## src/rtl/mole_game_ctrl.sv

```systemverilog
// -----------------------------------------------------------------------------
// mole_game_ctrl
// Whack-a-mole game controller. An LFSR picks which hole the mole appears in.
// A press on the right hole scores a hit. A press on the wrong hole, or a
// timeout, costs a life. Each outcome is shown as a feedback level for a fixed
// number of game ticks. The game ends when no lives remain.
//
// Ports
//   master_clk     in   system clock, rising edge
//   rst            in   asynchronous active-low reset
//   tick           in   one-cycle game-time enable for all timers
//   start          in   pulse; starts/restarts a game from IDLE or OVER
//   btn_valid      in   pulse; debounced hole button press
//   btn_pos[2:0]   in   hole index of the press
//   mole_position  out  current mole hole index
//   mole_visible   out  mole is up (SHOW and FEEDBACK)
//   guess_correct  out  hit feedback level
//   guess_wrong    out  wrong/miss feedback level
//   score[7:0]     out  hits in the current game (saturating)
//   lives[1:0]     out  remaining lives
//   game_over      out  game has ended
// -----------------------------------------------------------------------------
module mole_game_ctrl #(
  parameter int unsigned MOLE_TIMEOUT = 8,
  parameter int unsigned FEEDBACK_LEN = 4,
  parameter logic [7:0]  LFSR_SEED    = 8'hA5
) (
  input  logic       master_clk,
  input  logic       rst,
  input  logic       tick,
  input  logic       start,
  input  logic       btn_valid,
  input  logic [2:0] btn_pos,
  output logic [2:0] mole_position,
  output logic       mole_visible,
  output logic       guess_correct,
  output logic       guess_wrong,
  output logic [7:0] score,
  output logic [1:0] lives,
  output logic       game_over
);

  localparam int unsigned PosW   = 3;
  localparam int unsigned CntW   = 8;
  localparam int unsigned LivesW = 2;
  localparam int unsigned LfsrW  = 8;

  typedef enum logic [1:0] {
    IDLE     = 2'd0,
    SHOW     = 2'd1,
    FEEDBACK = 2'd2,
    OVER     = 2'd3
  } state_e;

  state_e              state_q, state_d;
  logic [LfsrW-1:0]    lfsr_q, lfsr_d;
  logic [CntW-1:0]     timer_q, timer_d;
  logic [CntW-1:0]     fb_q, fb_d;
  logic [PosW-1:0]     pos_q, pos_d;
  logic                vis_q, vis_d;
  logic                gc_q, gc_d;
  logic                gw_q, gw_d;
  logic [CntW-1:0]     score_q, score_d;
  logic [LivesW-1:0]   lives_q, lives_d;
  logic                go_q, go_d;

  // Event decode shared by the next-state and output logic
  logic            start_c, hit_c, wrong_c, miss_c, fb_done_c;
  logic [PosW-1:0] new_pos_c;

  always_comb begin
    start_c   = ((state_q == IDLE) || (state_q == OVER)) && start;
    hit_c     = (state_q == SHOW) && btn_valid && (btn_pos == pos_q);
    wrong_c   = (state_q == SHOW) && btn_valid && (btn_pos != pos_q);
    // A button in the same cycle takes priority over the timeout
    miss_c    = (state_q == SHOW) && !btn_valid && tick && (timer_q == CntW'(1));
    fb_done_c = (state_q == FEEDBACK) && tick && (fb_q == CntW'(1));
    // Never show the mole in the same hole twice in a row
    new_pos_c = (lfsr_q[PosW-1:0] == pos_q) ? PosW'(pos_q + PosW'(1))
                                            : lfsr_q[PosW-1:0];
  end

  // Fibonacci LFSR x^8+x^6+x^5+x^4+1; free-running, never reaches zero from a
  // non-zero seed
  assign lfsr_d = {lfsr_q[LfsrW-2:0], lfsr_q[7] ^ lfsr_q[5] ^ lfsr_q[4] ^ lfsr_q[3]};

  // State register
  always_ff @(posedge master_clk or negedge rst) begin
    if (!rst) state_q <= IDLE;
    else      state_q <= state_d;
  end

  // Next-state logic
  always_comb begin
    state_d = state_q;
    case (state_q)
      IDLE, OVER: if (start_c)                   state_d = SHOW;
      SHOW:       if (hit_c || wrong_c || miss_c) state_d = FEEDBACK;
      FEEDBACK:   if (fb_done_c)                 state_d = (lives_q == '0) ? OVER : SHOW;
      default:                                   state_d = IDLE;
    endcase
  end

  // Output and datapath next values
  always_comb begin
    timer_d = timer_q;
    fb_d    = fb_q;
    pos_d   = pos_q;
    vis_d   = vis_q;
    gc_d    = gc_q;
    gw_d    = gw_q;
    score_d = score_q;
    lives_d = lives_q;
    go_d    = go_q;
    case (state_q)
      IDLE, OVER: begin
        if (start_c) begin
          score_d = '0;
          lives_d = LivesW'(3);
          pos_d   = new_pos_c;
          timer_d = CntW'(MOLE_TIMEOUT);
          vis_d   = 1'b1;
          go_d    = 1'b0;
          gc_d    = 1'b0;
          gw_d    = 1'b0;
        end
      end
      SHOW: begin
        if (hit_c) begin
          score_d = (score_q == '1) ? score_q : CntW'(score_q + CntW'(1));
          gc_d    = 1'b1;
          gw_d    = 1'b0;
          fb_d    = CntW'(FEEDBACK_LEN);
        end else if (wrong_c || miss_c) begin
          lives_d = LivesW'(lives_q - LivesW'(1));
          gw_d    = 1'b1;
          gc_d    = 1'b0;
          fb_d    = CntW'(FEEDBACK_LEN);
        end else if (tick) begin
          timer_d = CntW'(timer_q - CntW'(1));
        end
      end
      FEEDBACK: begin
        if (fb_done_c) begin
          gc_d = 1'b0;
          gw_d = 1'b0;
          if (lives_q == '0) begin
            vis_d = 1'b0;
            go_d  = 1'b1;
          end else begin
            pos_d   = new_pos_c;
            timer_d = CntW'(MOLE_TIMEOUT);
          end
        end else if (tick) begin
          fb_d = CntW'(fb_q - CntW'(1));
        end
      end
      default: ;
    endcase
  end

  // Datapath and output registers
  always_ff @(posedge master_clk or negedge rst) begin
    if (!rst) begin
      lfsr_q  <= LFSR_SEED;
      timer_q <= '0;
      fb_q    <= '0;
      pos_q   <= '0;
      vis_q   <= 1'b0;
      gc_q    <= 1'b0;
      gw_q    <= 1'b0;
      score_q <= '0;
      lives_q <= '0;
      go_q    <= 1'b0;
    end else begin
      lfsr_q  <= lfsr_d;
      timer_q <= timer_d;
      fb_q    <= fb_d;
      pos_q   <= pos_d;
      vis_q   <= vis_d;
      gc_q    <= gc_d;
      gw_q    <= gw_d;
      score_q <= score_d;
      lives_q <= lives_d;
      go_q    <= go_d;
    end
  end

  assign mole_position = pos_q;
  assign mole_visible  = vis_q;
  assign guess_correct = gc_q;
  assign guess_wrong   = gw_q;
  assign score         = score_q;
  assign lives         = lives_q;
  assign game_over     = go_q;

endmodule

```

## config.mk

```make
export PLATFORM = sky130hd
export DESIGN_NAME = mole_game_ctrl
export DESIGN_NICKNAME = d
export VERILOG_FILES = /design/src/rtl/mole_game_ctrl.sv
export SDC_FILE = /design/constraint.sdc
export NUM_CORES = 1
export LEC_CHECK = 0
export CORE_MARGIN = 3
export CORE_UTILIZATION = 57
export DETAILED_ROUTE_END_ITERATION = 10
export PLACE_DENSITY = 0.8
export SYNTH_ARGS = -nofsm -noshare
export SYNTH_HDL_FRONTEND = slang
export SYNTH_SLANG_ARGS = --single-unit
export TNS_END_PERCENT = 100
```

## constraint.sdc

```tcl
create_clock -name master_clk -period 2.2 [get_ports master_clk]
set_input_delay 0.66 -clock master_clk [delete_from_list [all_inputs] [get_ports master_clk]]
set_output_delay 0.66 -clock master_clk [all_outputs]
set_load 0.01 [all_outputs]
```

==> flow_metrics.tcl <==
set metrics [dict create \
    dr_wl_met2_microns 3052 \
    placeableCoreArea_sq_um 4173 \
    hold_viol 0 \
    hpwl_after_detailed_placement_microns 4492 \
    vias_in_the_first_global_route 2247 \
    pwr-share-seq 0.306 \
    maxCapViolations 0 \
    ys_dominant_reg_cell "sky130_fd_sc_hd__dfrtp_1" \
    worst_r2r_startpoint "state_q[1]" \
    num_vias 2331 \
    whs_ps 308.2 \
    track_usage 0.2515 \
    clock_sinks 43 \
    timing.fmax_mhz 459.2 \
    ys_seq_area_frac 0.4192 \
    floorplan.io_pins 25 \
    netlist.area_leader.share 0.3785 \
    hold_path.class "primary input to asynchronous set/reset pin" \
    antenna_violations_before_repair 0 \
    gp_routability_congestion 0.8711 \
    number_of_flops_mapped_to_enable_cells_by_yosys 0 \
    floorplan.initialDensity 0.6180 \
    grt_max_degree 26 \
    worst_ep_arrival_time_ps 2340 \
    worst_pin_slew_ps 489.7 \
    internal_cell_power_uw 2092 \
    wl_met1_microns 2752 \
    critPathLaunch "btn_pos[0]" \
    p_per_area_nw_per_um2 1120 \
    synth_most_common_cell "sky130_fd_sc_hd__dfrtp_1" \
    drt-pass1-iter-count 4 \
    data_required_time_at_the_worst_endpoint_ps 2370 \
    setup_viol 0 \
    finClkSkew_ps 13.82 \
    via_per_inst 6.249 \
    post_drt_wl_per_cell_microns 16.51 \
    synth-seq-cells 43 \
    synth_async_sr_flop_share 1.000 \
    crit_fanout 5 \
    cts_made_buffers 5 \
    p_comb_frac 0.556 \
    clock-root-buffer "sky130_fd_sc_hd__clkbuf_8" \
    die-height_microns 73.26 \
    first_iter_violations 180 \
    globalRoute.totalOverflow 0 \
    outcome "completed" \
    post_synth_main_area_contributors "sky130_fd_sc_hd__dfrtp_1 38%, sky130_fd_sc_hd__ha_1 4.4%, sky130_fd_sc_hd__dfstp_2 4.1%" \
    routed_wirelength_microns 6159 \
    grt_pass1_wl_microns 10510 \
    final.setup.worst_slack_ps 22.24 \
    io_buffer_count 24 \
    layout_min_cycle_time_ps 2178 \
    antenna_violating_nets_post_route 0 \
    ranking_of_synthesized_cells_by_instance_count "39 x sky130_fd_sc_hd__dfrtp_1, 22 x sky130_fd_sc_hd__nand2_1, 13 x sky130_fd_sc_hd__o21ai_0" \
    p_clk_frac 0.137 \
    detailroute.wirelength.met3_microns 276 \
    yosys.area.top_type "sky130_fd_sc_hd__dfrtp_1" \
    launching_element_type_of_the_critical_path "primary input" \
    drcViolationCount 0 \
    worstSetupEndpointType "flop" \
    cellLeakagePower_uw 0.001440 \
    syn-instance-count 264 \
    insertion_delay_ps 300 \
    cts_max_path_buffers 2 \
    switchingPower_uw 1533 \
    topRoutingLayerUsed "met4" \
    cts.reportedPaths.clkPinSlew_ps 90 \
    antenna_cell_count 0 \
    swShare 0.4229 \
    irDropWorstVdd_v 0.0007549 \
    yosys.cell_types.count 62 \
    synth_warnings 0 \
    critPathKind "primary input to flop" \
    timing.final.crit_share 0.9899 \
    finish.net_count 339 \
    syn_area_sq_um 2579 \
    post_cts_hold_buffer_count 0 \
    relSlewSlack 0.6735 \
    power_uw 3625 \
    area_growth_pct 25.47 \
    die_w_microns 73.26 \
    syn-mean-instance-area_sq_um 9.768 \
    synthesis.nets 281 \
    cts_tree "built" \
    post_route_cells_drive_above_1_share 0.2291 \
    row_count 23 \
    rsz0062_at_grt "no" \
    die_area_sq_um 5367 \
    cts.htree.levels 2 \
    preCtsSetupSlack_ps -437.9 \
    pins_over_their_slew_limit 0 \
]
-- sequential cells by signal, indices dropped and copies added, names as in the netlist --
signal / flops
fb_q: 8
lfsr_q: 8
score: 8
timer_q: 8
mole_position: 3
lives: 2
state_q: 2
game_over: 1
guess_correct: 1
guess_wrong: 1
mole_visible: 1
-- placed cells by master (no fill, tap or decap), types with 7 or more instances in the layout --
cell,instances
sky130_fd_sc_hd__a21oi_1,7
sky130_fd_sc_hd__a31oi_1,8
sky130_fd_sc_hd__buf_4,38
sky130_fd_sc_hd__clkdlybuf4s50_1,21
sky130_fd_sc_hd__dfrtp_1,39
sky130_fd_sc_hd__ha_1,8
sky130_fd_sc_hd__inv_1,11
sky130_fd_sc_hd__nand2_1,22
sky130_fd_sc_hd__nand3_1,8
sky130_fd_sc_hd__nor2_1,11
sky130_fd_sc_hd__nor3_1,12
sky130_fd_sc_hd__o21ai_0,13
sky130_fd_sc_hd__xor2_1,7
-- worst paths after layout --
check                              to  slack, ps  cells past startpoint
max                          score[4]         20                      6
min                        timer_q[0]        310                      1
max reg2reg                  score[4]        120                      7
min reg2reg                 lfsr_q[7]        380                      0
max in group asynchronous   lfsr_q[0]       1320                      2
min in group master_clk     lfsr_q[7]        380                      0
-- worst max-delay path, stage by stage --
cell                              delay (ps)
sky130_fd_sc_hd__clkdlybuf4s50_1         410
sky130_fd_sc_hd__xor2_1                  160
sky130_fd_sc_hd__or4_4                   560
sky130_fd_sc_hd__buf_4                   170
sky130_fd_sc_hd__nor4_1                  300
sky130_fd_sc_hd__nor3_1                   90
-- power by group through the flow --
stage	logic (uW)	registers, uW	clock network (uW)
floorplan	1180	1120	0
global placement	1880	1120	0
detailed placement	1930	1120	0
CTS	1950	1110	512
global route	2220	1130	545
finish	2020	1110	498
-- what timing repair did --
action / CTS / global route
pin swaps: 0 / 1
gates resized for setup: 6 / 4
setup endpoints to repair: 12 / 8
setup buffers: 0 / 1
-- metrics by stage --
| step | util | TNS (ps) | instance area (sq um) | std cells |
|---|---|---|---|---|
| after detailed placement | 0.7469 | -9310 | 3117 | 364 |
| after floorplan | - | 0 | 2579 | 264 |
| final | 0.7754 | 0 | 3236 | 373 |
| after global routing | 0.7754 | 0 | 3236 | 373 |
| after CTS | 0.7694 | 0 | 3211 | 372 |
| after global placement | 0.7469 | -8891 | 3117 | 364 |
-- layout make-up --
class,instances,area [sq um]
Tap cell,50,62.56
Fill cell,295,937.1
Timing Repair Buffer,63,538.0
Clock inverter,2,12.51
Clock buffer,6,72.57
Multi-Input combinational cell,197,1420
Sequential cell,43,1081
Inverter,12,48.80
-- logic make-up after synthesis --
group / synth area share
adders and majority gates: 0.04367
and+or+nand+nor: 0.2188
AOI/OAI and AO/OA: 0.2227
muxes: 0.02523
xor gates and xnor gates: 0.03057
buffers and inverters: 0.03978
DFF: 0.4192
-- per-layer routing --
layer | vias up | track usage
met3 | 8 | 0.05335
li1 | 1127 | -
met1 | 1140 | 0.3386
met2 | 56 | 0.3972
met4 | 0 | 0.09631
met5 | - | 0
(Power assumes the default switching activity.)
